**config.mk**
```make
export PLATFORM = sky130hd
export DESIGN_NAME = m2_wra
export DESIGN_NICKNAME = d
export VERILOG_FILES = /design/src/rtl/m2_wra_pkg.sv /design/src/rtl/m2_wra.sv
export SDC_FILE = /design/constraint.sdc
export NUM_CORES = 1
export LEC_CHECK = 0
export BUFFER_PORTS_ARGS = -buffer_cell sky130_fd_sc_hd__buf_2
export CORE_MARGIN = 2
export CORE_UTILIZATION = 45
export CTS_CLUSTER_SIZE = 16
export DETAILED_ROUTE_END_ITERATION = 12
export PLACE_DENSITY = 0.89
export SLEW_MARGIN = 30
export SYNTH_ARGS = -nofsm -noshare
export SYNTH_HDL_FRONTEND = slang
export SYNTH_SLANG_ARGS = --single-unit
```
**constraint.sdc**
```tcl
create_clock -name clk -period 2.2 [get_ports clk]
set_clock_uncertainty 0.1 [all_clocks]
set_input_delay 0.44 -clock clk [delete_from_list [all_inputs] [get_ports clk]]
set_output_delay 0.44 -clock clk [all_outputs]
set_load 0.02 [all_outputs]
```
**src/rtl/m2_wra_pkg.sv**
```systemverilog
// -----------------------------------------------------------------------------
// AHB_def : shared AHB-Lite definitions for the M2 (CPU data port) master.
//
// Contents:
//   - bus field widths (data/address, size, response, transfer type)
//   - HTRANS encodings (IDLE, NONSEQ) and HRESP encodings (OKAY, ERROR)
//   - master ID of M2 as seen on HMASTER
//   - the m2_wra state enumeration
// -----------------------------------------------------------------------------
package AHB_def;

  localparam int AHB_DATA_BITS  = 32;
  localparam int AHB_SIZE_BITS  = 3;
  localparam int AHB_RESP_BITS  = 2;
  localparam int AHB_TRANS_BITS = 2;

  localparam logic [AHB_TRANS_BITS-1:0] HTRANS_IDLE   = 2'b00;
  localparam logic [AHB_TRANS_BITS-1:0] HTRANS_NONSEQ = 2'b10;

  localparam logic [AHB_RESP_BITS-1:0]  HRESP_OKAY    = 2'b00;
  localparam logic [AHB_RESP_BITS-1:0]  HRESP_ERROR   = 2'b01;

  localparam logic [3:0]                HMASTER_M2    = 4'b0001;

  typedef enum logic [2:0] {
    ST_IDLE,
    ST_REQ,
    ST_ADDR,
    ST_DATA,
    ST_DONE
  } m2_state_e;

endpackage

```
**src/rtl/m2_wra.sv**
```systemverilog
// -----------------------------------------------------------------------------
// m2_wra : AHB-Lite master wrapper for the CPU data-memory port (master M2).
//
// Turns one CPU load/store into a single AHB transfer: bus request, address
// phase, data phase, then a one-cycle DONE that releases the CPU stall.
//
// Parameters:
//   RETRY_MAX  retries after an ERROR response (only with M2_ERR_RETRY_EN)
//
// Build option:
//   M2_ERR_RETRY_EN  defined   -> ERROR responses reissue the transfer up to
//                                 RETRY_MAX times before reporting cpu_err
//                    undefined -> ERROR goes straight to DONE with cpu_err
//
// Ports:
//   clk, rst                 clock, synchronous active-high reset
//   cpu_req/write/addr/
//   cpu_wdata/size           CPU request, held until cpu_stall is 0
//   cpu_rdata, cpu_err       load data / error flag, valid in DONE
//   cpu_stall                CPU freeze (combinational)
//   HGRANT_M2, HREADY,
//   HRESP, HRDATA            AHB inputs from arbiter / selected slave
//   HBUSREQ_M2, HLOCK_M2,
//   HTRANS_M2, HADDR_M2,
//   HWRITE_M2, HSIZE_M2,
//   HWDATA_M2                AHB master outputs
// -----------------------------------------------------------------------------
module m2_wra
  import AHB_def::*;
#(
  parameter int RETRY_MAX = 3
) (
  input  logic                      clk,
  input  logic                      rst,
  input  logic                      cpu_req,
  input  logic                      cpu_write,
  input  logic [AHB_DATA_BITS-1:0]  cpu_addr,
  input  logic [AHB_DATA_BITS-1:0]  cpu_wdata,
  input  logic [AHB_SIZE_BITS-1:0]  cpu_size,
  output logic [AHB_DATA_BITS-1:0]  cpu_rdata,
  output logic                      cpu_stall,
  output logic                      cpu_err,
  input  logic                      HGRANT_M2,
  input  logic                      HREADY,
  input  logic [AHB_RESP_BITS-1:0]  HRESP,
  input  logic [AHB_DATA_BITS-1:0]  HRDATA,
  output logic                      HBUSREQ_M2,
  output logic                      HLOCK_M2,
  output logic [AHB_TRANS_BITS-1:0] HTRANS_M2,
  output logic [AHB_DATA_BITS-1:0]  HADDR_M2,
  output logic                      HWRITE_M2,
  output logic [AHB_SIZE_BITS-1:0]  HSIZE_M2,
  output logic [AHB_DATA_BITS-1:0]  HWDATA_M2
);

  // Reject nonsensical retry limits at elaboration time.
  if (RETRY_MAX < 0 || RETRY_MAX > 255) begin : g_bad_retry_max
    $error("m2_wra: RETRY_MAX out of range");
  end

  m2_state_e state, next_state;

  logic [AHB_DATA_BITS-1:0] addr_q;
  logic [AHB_DATA_BITS-1:0] wdata_q;
  logic [AHB_SIZE_BITS-1:0] size_q;
  logic                     write_q;
  logic [AHB_DATA_BITS-1:0] rdata_q;
  logic                     err_q;

  logic take_req;    // latch the CPU request this cycle
  logic rd_capture;  // successful read completes this cycle
  logic err_done;    // errored transfer completes this cycle

`ifdef M2_ERR_RETRY_EN
  localparam int CNT_BITS = (RETRY_MAX < 1) ? 1 : $clog2(RETRY_MAX + 1);
  logic [CNT_BITS-1:0] retry_cnt;
  logic                retry;
`endif

  // NOTE: every signal written here gets a default first, so no path through
  // the case statement can leave it unassigned and infer a latch.
  always_comb begin
    next_state = state;
    take_req   = 1'b0;
    rd_capture = 1'b0;
    err_done   = 1'b0;
`ifdef M2_ERR_RETRY_EN
    retry      = 1'b0;
`endif
    unique case (state)
      ST_IDLE: begin
        if (cpu_req) begin
          next_state = ST_REQ;
          take_req   = 1'b1;
        end
      end
      ST_REQ: begin
        if (HGRANT_M2 && HREADY) next_state = ST_ADDR;
      end
      ST_ADDR: begin
        if (HREADY) next_state = ST_DATA;
      end
      ST_DATA: begin
        if (HREADY) begin
          if (HRESP == HRESP_ERROR) begin
`ifdef M2_ERR_RETRY_EN
            if (retry_cnt < CNT_BITS'(RETRY_MAX)) begin
              retry      = 1'b1;
              next_state = ST_REQ;   // reissue from the latched copies
            end else begin
              err_done   = 1'b1;
              next_state = ST_DONE;
            end
`else
            err_done   = 1'b1;
            next_state = ST_DONE;
`endif
          end else begin
            // Any non-ERROR response completes the transfer.
            rd_capture = !write_q;
            next_state = ST_DONE;
          end
        end
      end
      ST_DONE: next_state = ST_IDLE;   // a request seen here waits for IDLE
      default: next_state = ST_IDLE;
    endcase
  end

  // NOTE: state registers use non-blocking assignments so every flop samples
  // the pre-edge values, independent of statement order.
  always_ff @(posedge clk) begin
    if (rst) begin
      state   <= ST_IDLE;
      addr_q  <= '0;
      wdata_q <= '0;
      size_q  <= '0;
      write_q <= 1'b0;
      rdata_q <= '0;
      err_q   <= 1'b0;
    end else begin
      state <= next_state;
      if (take_req) begin
        addr_q  <= cpu_addr;
        wdata_q <= cpu_wdata;
        size_q  <= cpu_size;
        write_q <= cpu_write;
      end
      if (rd_capture)              rdata_q <= HRDATA;
      else if (err_done && !write_q) rdata_q <= '0;
      // Set on the edge into DONE, cleared on the edge leaving it.
      err_q <= err_done;
    end
  end

`ifdef M2_ERR_RETRY_EN
  always_ff @(posedge clk) begin
    if (rst)                   retry_cnt <= '0;
    else if (state == ST_DONE) retry_cnt <= '0;
    else if (retry)            retry_cnt <= retry_cnt + CNT_BITS'(1);
  end
`endif

  // AHB outputs come from the latched request, never from live CPU inputs.
  assign HTRANS_M2  = (state == ST_ADDR) ? HTRANS_NONSEQ : HTRANS_IDLE;
  assign HBUSREQ_M2 = (state == ST_REQ) || (state == ST_ADDR);
  assign HLOCK_M2   = 1'b0;
  assign HADDR_M2   = addr_q;
  assign HWRITE_M2  = write_q;
  assign HSIZE_M2   = size_q;
  assign HWDATA_M2  = wdata_q;

  assign cpu_stall = ((state == ST_IDLE) && cpu_req) ||
                     (state == ST_REQ) || (state == ST_ADDR) || (state == ST_DATA);
  assign cpu_rdata = rdata_q;
  assign cpu_err   = err_q;

endmodule

```
==> flow_summary.yaml, run 1 <==
routing:
  wl_um: 9840
  num_vias: 3807
  drtIter0Drc: 75
  routedWlPerCell_um: 12.7
  drc: 0
  dr.pass1.iters: 4
  postRouteAntennaNets: 0
  viasPerCell: 4.93
global_route:
  grt_start_max_net_pins: 69
  antenna_found_initial: 0
  grt_pass1_vias: 3695
  grt_remaining_overflow: 0
  grtUsageTotal: 0.196
  grt_pass1_wl_um: 16000
setup_path:
  crit_type: "register to output pin"
  cp-start-kind: "register"
  cp_num_buf_inv: 2
  cp.arrival_ns: 1.40
  cp.required_ns: 1.66
  slowest_stage: "dfxtp_1"
  critPathMaxFanout: 8
  cp_slowest_stage_delay_ns: 0.46
  crit_family: "flip-flops"
  cp_cell_sequence: "buf_4 > nor3_1 > nor2_1 > buf_2"
  cp-end-kind: "output pin"
layout:
  seqCellArea_sq_um: 2080
  multi_input_area_sq_um: 1780
  drive_gt1_frac: 0.358
  diodes: 0
  fin_area_sq_um: 5360
  final_nets: 766
  num-fill-cells: 755
  area_growth_pct: 30.9
floorplan:
  die_x_um: 99.4
  placementRows: 34
  start_util: 0.467
  die-area_sq_um: 9870
  die_height_um: 99.4
  pin_count: 213
  fp.coreArea_sq_um: 8760
logic_synthesis:
  ys_seq_area_frac: 0.509
  synthesis.area_sq_um: 4090
  synth_ff_type: "dfxtp_1"
  synthDistinctLibCells: 22
  synthTopCellsByCount: "nand2_1, dfxtp_1, a21oi_1"
  synthTopCellsByArea: "dfxtp_1, nand2_1, a21oi_1, mux2i_1, nand3b_1"
  synth_area_leader_cell: "dfxtp_1"
  synth_seq_cells: 104
  synth-edff-count: 0
  yosys_warnings: 0
  syn_avg_cell_area_sq_um: 8.71
  synth_cells: 470
  synth_top_area_share: 0.509
  yosysMostFrequentCell: "nand2_1"
  async_flop_share: 0
sta:
  finalSetupViolations: 0
  period_share: 0.882
  tightest_slew_ns: 0.546
  rsz0062_at_grt: "false"
  min_period_ns: 1.94
  max_freq_ghz: 0.515
  tns_ns: 0
  slew_violations: 0
  slew_headroom: 0.636
  final_hold_viol_count: 0
  holdWs_ns: 0.217
min_path:
  worstHoldPathType: "input pin to register"
clock_network:
  cts_sinks: 104
  cts-root-buf: "clkbuf_8"
  cts_inserted_buffers: 9
  cts_tree: "done"
  clk_pin_slew_worst_paths_ns: 0.10
  cts_hold_buffers: 0
  clk_latency_ns: 0.34
  htree_num_levels: 3
  cts_setup_buffers: 0
  ctsResizeCount: 0
  clockBufferDepth: 2
placed_design:
  port-buffer-count: 210
  place_area_sq_um: 5140
  gp_congestion: 0.808
  place_hpwl_um: 7210
pwr:
  p_total_uw: 4070
  powerDensity_nw_per_um2: 759
  ir_drop_mv: 0.396
  power.leakage_uw: 0.00270
outcome:
  status: "finished, final reports clean"
flow_run:
  maxCapViolations: 0
area by class of cell:
| type | count | area share |
|---|---|---|
| Clock buffer | 11 | 0.0283 |
| Tap cell | 108 | 0.0252 |
| Sequential cell | 104 | 0.389 |
| Clock inverter | 5 | 0.0117 |
| Timing Repair Buffer | 219 | 0.214 |
| Multi-Input combinational cell | 325 | 0.332 |
per-layer routing:
metal	wire (um)	GRT usage
met3	706	0.0471
met2	5020	0.361
met5	0	0
met4	171	0.0801
met1	3950	0.214
worst register-to-register path, delay by kind of cell (launching register included):
kind	cells	cell delay [ns]
multiplexers	1	0.20
flip-flops	1	0.54
AND/OR/NAND/NOR	2	0.57
buffers and inverters	1	0.31
per-stage QoR:
stage,utilization,setup WS (ns),std cells
after CTS,0.611,0.242,772
after floorplan,-,0.580,471
after global routing,0.611,0.176,772
after global placement,0.587,0.381,756
final,0.611,0.259,772
after detailed placement,0.587,0.353,756
where the power goes:
group          internal (uW)  leakage (uW)  total [uW]  switching [uW]
Clock                    597      0.000103        1250             650
Sequential              2000      0.000848        2060            64.9
Combinational            296       0.00175         759             463
Total                   2890       0.00270        4070            1180
cell usage in the layout, fill, tap and decap left out, drive strengths merged, types with 2 or more instances in the layout:
cell type	count
inv	2
buf	219
mux2i	33
conb	2
a21oi	69
nand3b	32
o311a	2
clkinvlp	2
dfxtp	104
nand2b	34
clkbuf	11
nor2	5
nand2	138
nor2b	2
registers in the layout, indices dropped and copies added, names as in the netlist:
register	count
HSIZE_M2	3
HWDATA_M2	32
cpu_rdata	32
state	3
cpu_err	1
HWRITE_M2	1
HADDR_M2	32
worst paths after layout:
check                              startpoint             to  slack (ns)  depth (start not counted)
worst min-delay path             cpu_addr[23]   HADDR_M2[23]        0.22                          3
worst max register to register       state[1]  cpu_rdata[11]        0.36                          4
worst min register to register  HWDATA_M2[31]  HWDATA_M2[31]        0.36                          2
worst max-delay path                 state[0]      cpu_stall        0.26                          4
kinds of logic (layout without fill, tap and decap cells):
kind of cell | Yosys count | after routing | synth area share
AND/OR/NAND/NOR | 217 | 217 | 0.259
flip-flops | 104 | 104 | 0.509
AO/OA/AOI/OAI | 72 | 72 | 0.0911
buffers and inverters | 42 | 235 | 0.0572
multiplexers | 33 | 33 | 0.0807
other | 1 | 2 | 0.000917
XOR/XNOR | 1 | 1 | 0.00214
No activity file was read; power rests on OpenSTA's default activity.
==> inputs of run 2 (changes only) <==
Settings changed: CORE_UTILIZATION 45 to 30, CTS_BUF_LIST set to sky130_fd_sc_hd__clkbuf_2, PLACE_DENSITY 0.89 to 0.66, REMOVE_ABC_BUFFERS set to 1.
==> run 2 against run 1 <==
  * Via count grew 9.4%
  * Utilization shrank 13 points
  * Non-clock buffer count grew 101
  * Clock-buffer cell count shrank 2
  * Critical path type unchanged
  * Largest cell class is now buffers
==> flow_summary.yaml, run 2 (same netlist as run 1, synthesis figures left out) <==
outcome:
  status: "finished, final reports clean"
global_route:
  grt_pass1_wl_um: 19000
  grt_start_max_net_pins: 69
  grtUsageTotal: 0.161
  grt_remaining_overflow: 0
  grt_pass1_vias: 4044
  antenna_found_initial: 0
floorplan:
  pin_count: 213
  fp.coreArea_sq_um: 13300
  placementRows: 42
  start_util: 0.308
  die_height_um: 121
  die-area_sq_um: 14600
  die_x_um: 121
clock_network:
  clk_pin_slew_worst_paths_ns: 0.27
  cts-root-buf: "clkbuf_2"
  clockBufferDepth: 2
  cts_inserted_buffers: 9
  htree_num_levels: 3
  clk_latency_ns: 0.57
  cts_sinks: 104
  cts_tree: "done"
sta:
  max_freq_ghz: 0.482
  holdWs_ns: 0.0828
  period_share: 0.942
  min_period_ns: 2.07
  slew_violations: 0
  final_hold_viol_count: 0
  finalSetupViolations: 0
  tightest_slew_ns: 0.542
  slew_headroom: 0.639
  rsz0062_at_grt: "true"
routing:
  drc: 0
  postRouteAntennaNets: 0
  num_vias: 4165
  dr.pass1.iters: 4
  routedWlPerCell_um: 12.8
  viasPerCell: 4.43
  wl_um: 12100
  drtIter0Drc: 127
setup_path:
  cp-startpoint: "state[0]"
  cp.required_ns: 1.66
  cp-end-kind: "output pin"
  cp_cell_sequence: "buf_4 > nor3_4 > nor2_1 > buf_2"
  r2r_start: "state[2]"
  cp.arrival_ns: 1.53
  slowest_stage: "dfxtp_2"
  crit_type: "register to output pin"
  cp_slowest_stage_delay_ns: 0.40
  cp-start-kind: "register"
  critPathMaxFanout: 9
min_path:
  hold_start: "HREADY"
  worstHoldPathType: "input pin to register"
flow_run:
  maxCapViolations: 0
pwr:
  power.leakage_uw: 0.00313
  powerDensity_nw_per_um2: 639
  ir_drop_mv: 0.219
layout:
  drive_gt1_frac: 0.314
  area_growth_pct: 57.5
  mostFrequentLayoutCells: "buf_2, nand2_1, dfxtp_1, dlygate4sd3_1, a21oi_1"
  seqCellArea_sq_um: 2080
  stdcell_count: 940
  num-fill-cells: 1281
  final_common_cell: "buf_2"
  diodes: 0
  final_nets: 867
  multi_input_area_sq_um: 1790
placed_design:
  dpl.cell_count: 824
  gp_congestion: 0.725
  port-buffer-count: 210
  place_hpwl_um: 7360
run 2: cell type report:
class	instances	area share
timing repair buffer	320	0.341
tap	176	0.0342
sequential	104	0.323
clock buffer	9	0.00699
multi-input combinational	325	0.278
clock inverter	6	0.0169
run 2: power breakdown:
part	internal [uW]	switching, uW
clock	482	630
combinational	427	514
sequential	2010	62.3
run 2: worst max-delay path: cells and delay by family (launching register included):
family | cells | cell delay, ns
flip-flops | 1 | 0.40
buffers and inverters | 2 | 0.34
AND/OR/NAND/NOR | 2 | 0.23
run 2: layer usage:
metal / part of all wire / vias to the layer above / GRT usage
li1: - / 2103 / -
met3: 0.081 / 14 / 0.0425
met4: 0.015 / 0 / 0.0647
met2: 0.47 / 174 / 0.276
met5: 0 / - / 0
met1: 0.43 / 1874 / 0.189
run 2: timing repair:
item,4_1_cts,5_1_grt
endpoints found under the setup margin,0,3
hold buffers,101,0
gates resized for setup,0,4
hold endpoints to repair,101,0
buffers inserted,0,0
run 2: worst paths after layout:
check / endpoint / depth (start not counted) / slack [ns]
setup / recovery: cpu_stall / 4 / 0.13
hold / removal: state[0] / 3 / 0.08
setup reg to reg: cpu_rdata[30] / 4 / 0.38
hold reg to reg: HADDR_M2[17] / 2 / 0.37
run 2: metrics by stage:
| stage | worst slack (ns) | utilization | area [sq um] | total power, uW | setup TNS, ns |
|---|---|---|---|---|---|
| after floorplan | -0.344 | - | 3860 | 2530 | -23.37 |
| after global placement | 0.360 | 0.396 | 5270 | 2890 | 0 |
| after detailed placement | 0.358 | 0.396 | 5270 | 2900 | 0 |
| after CTS | 0.00677 | 0.484 | 6430 | 4170 | 0 |
| after global routing | -0.0173 | 0.485 | 6440 | 4340 | -0.0173 |
| final | 0.127 | 0.485 | 6440 | 4120 | 0 |
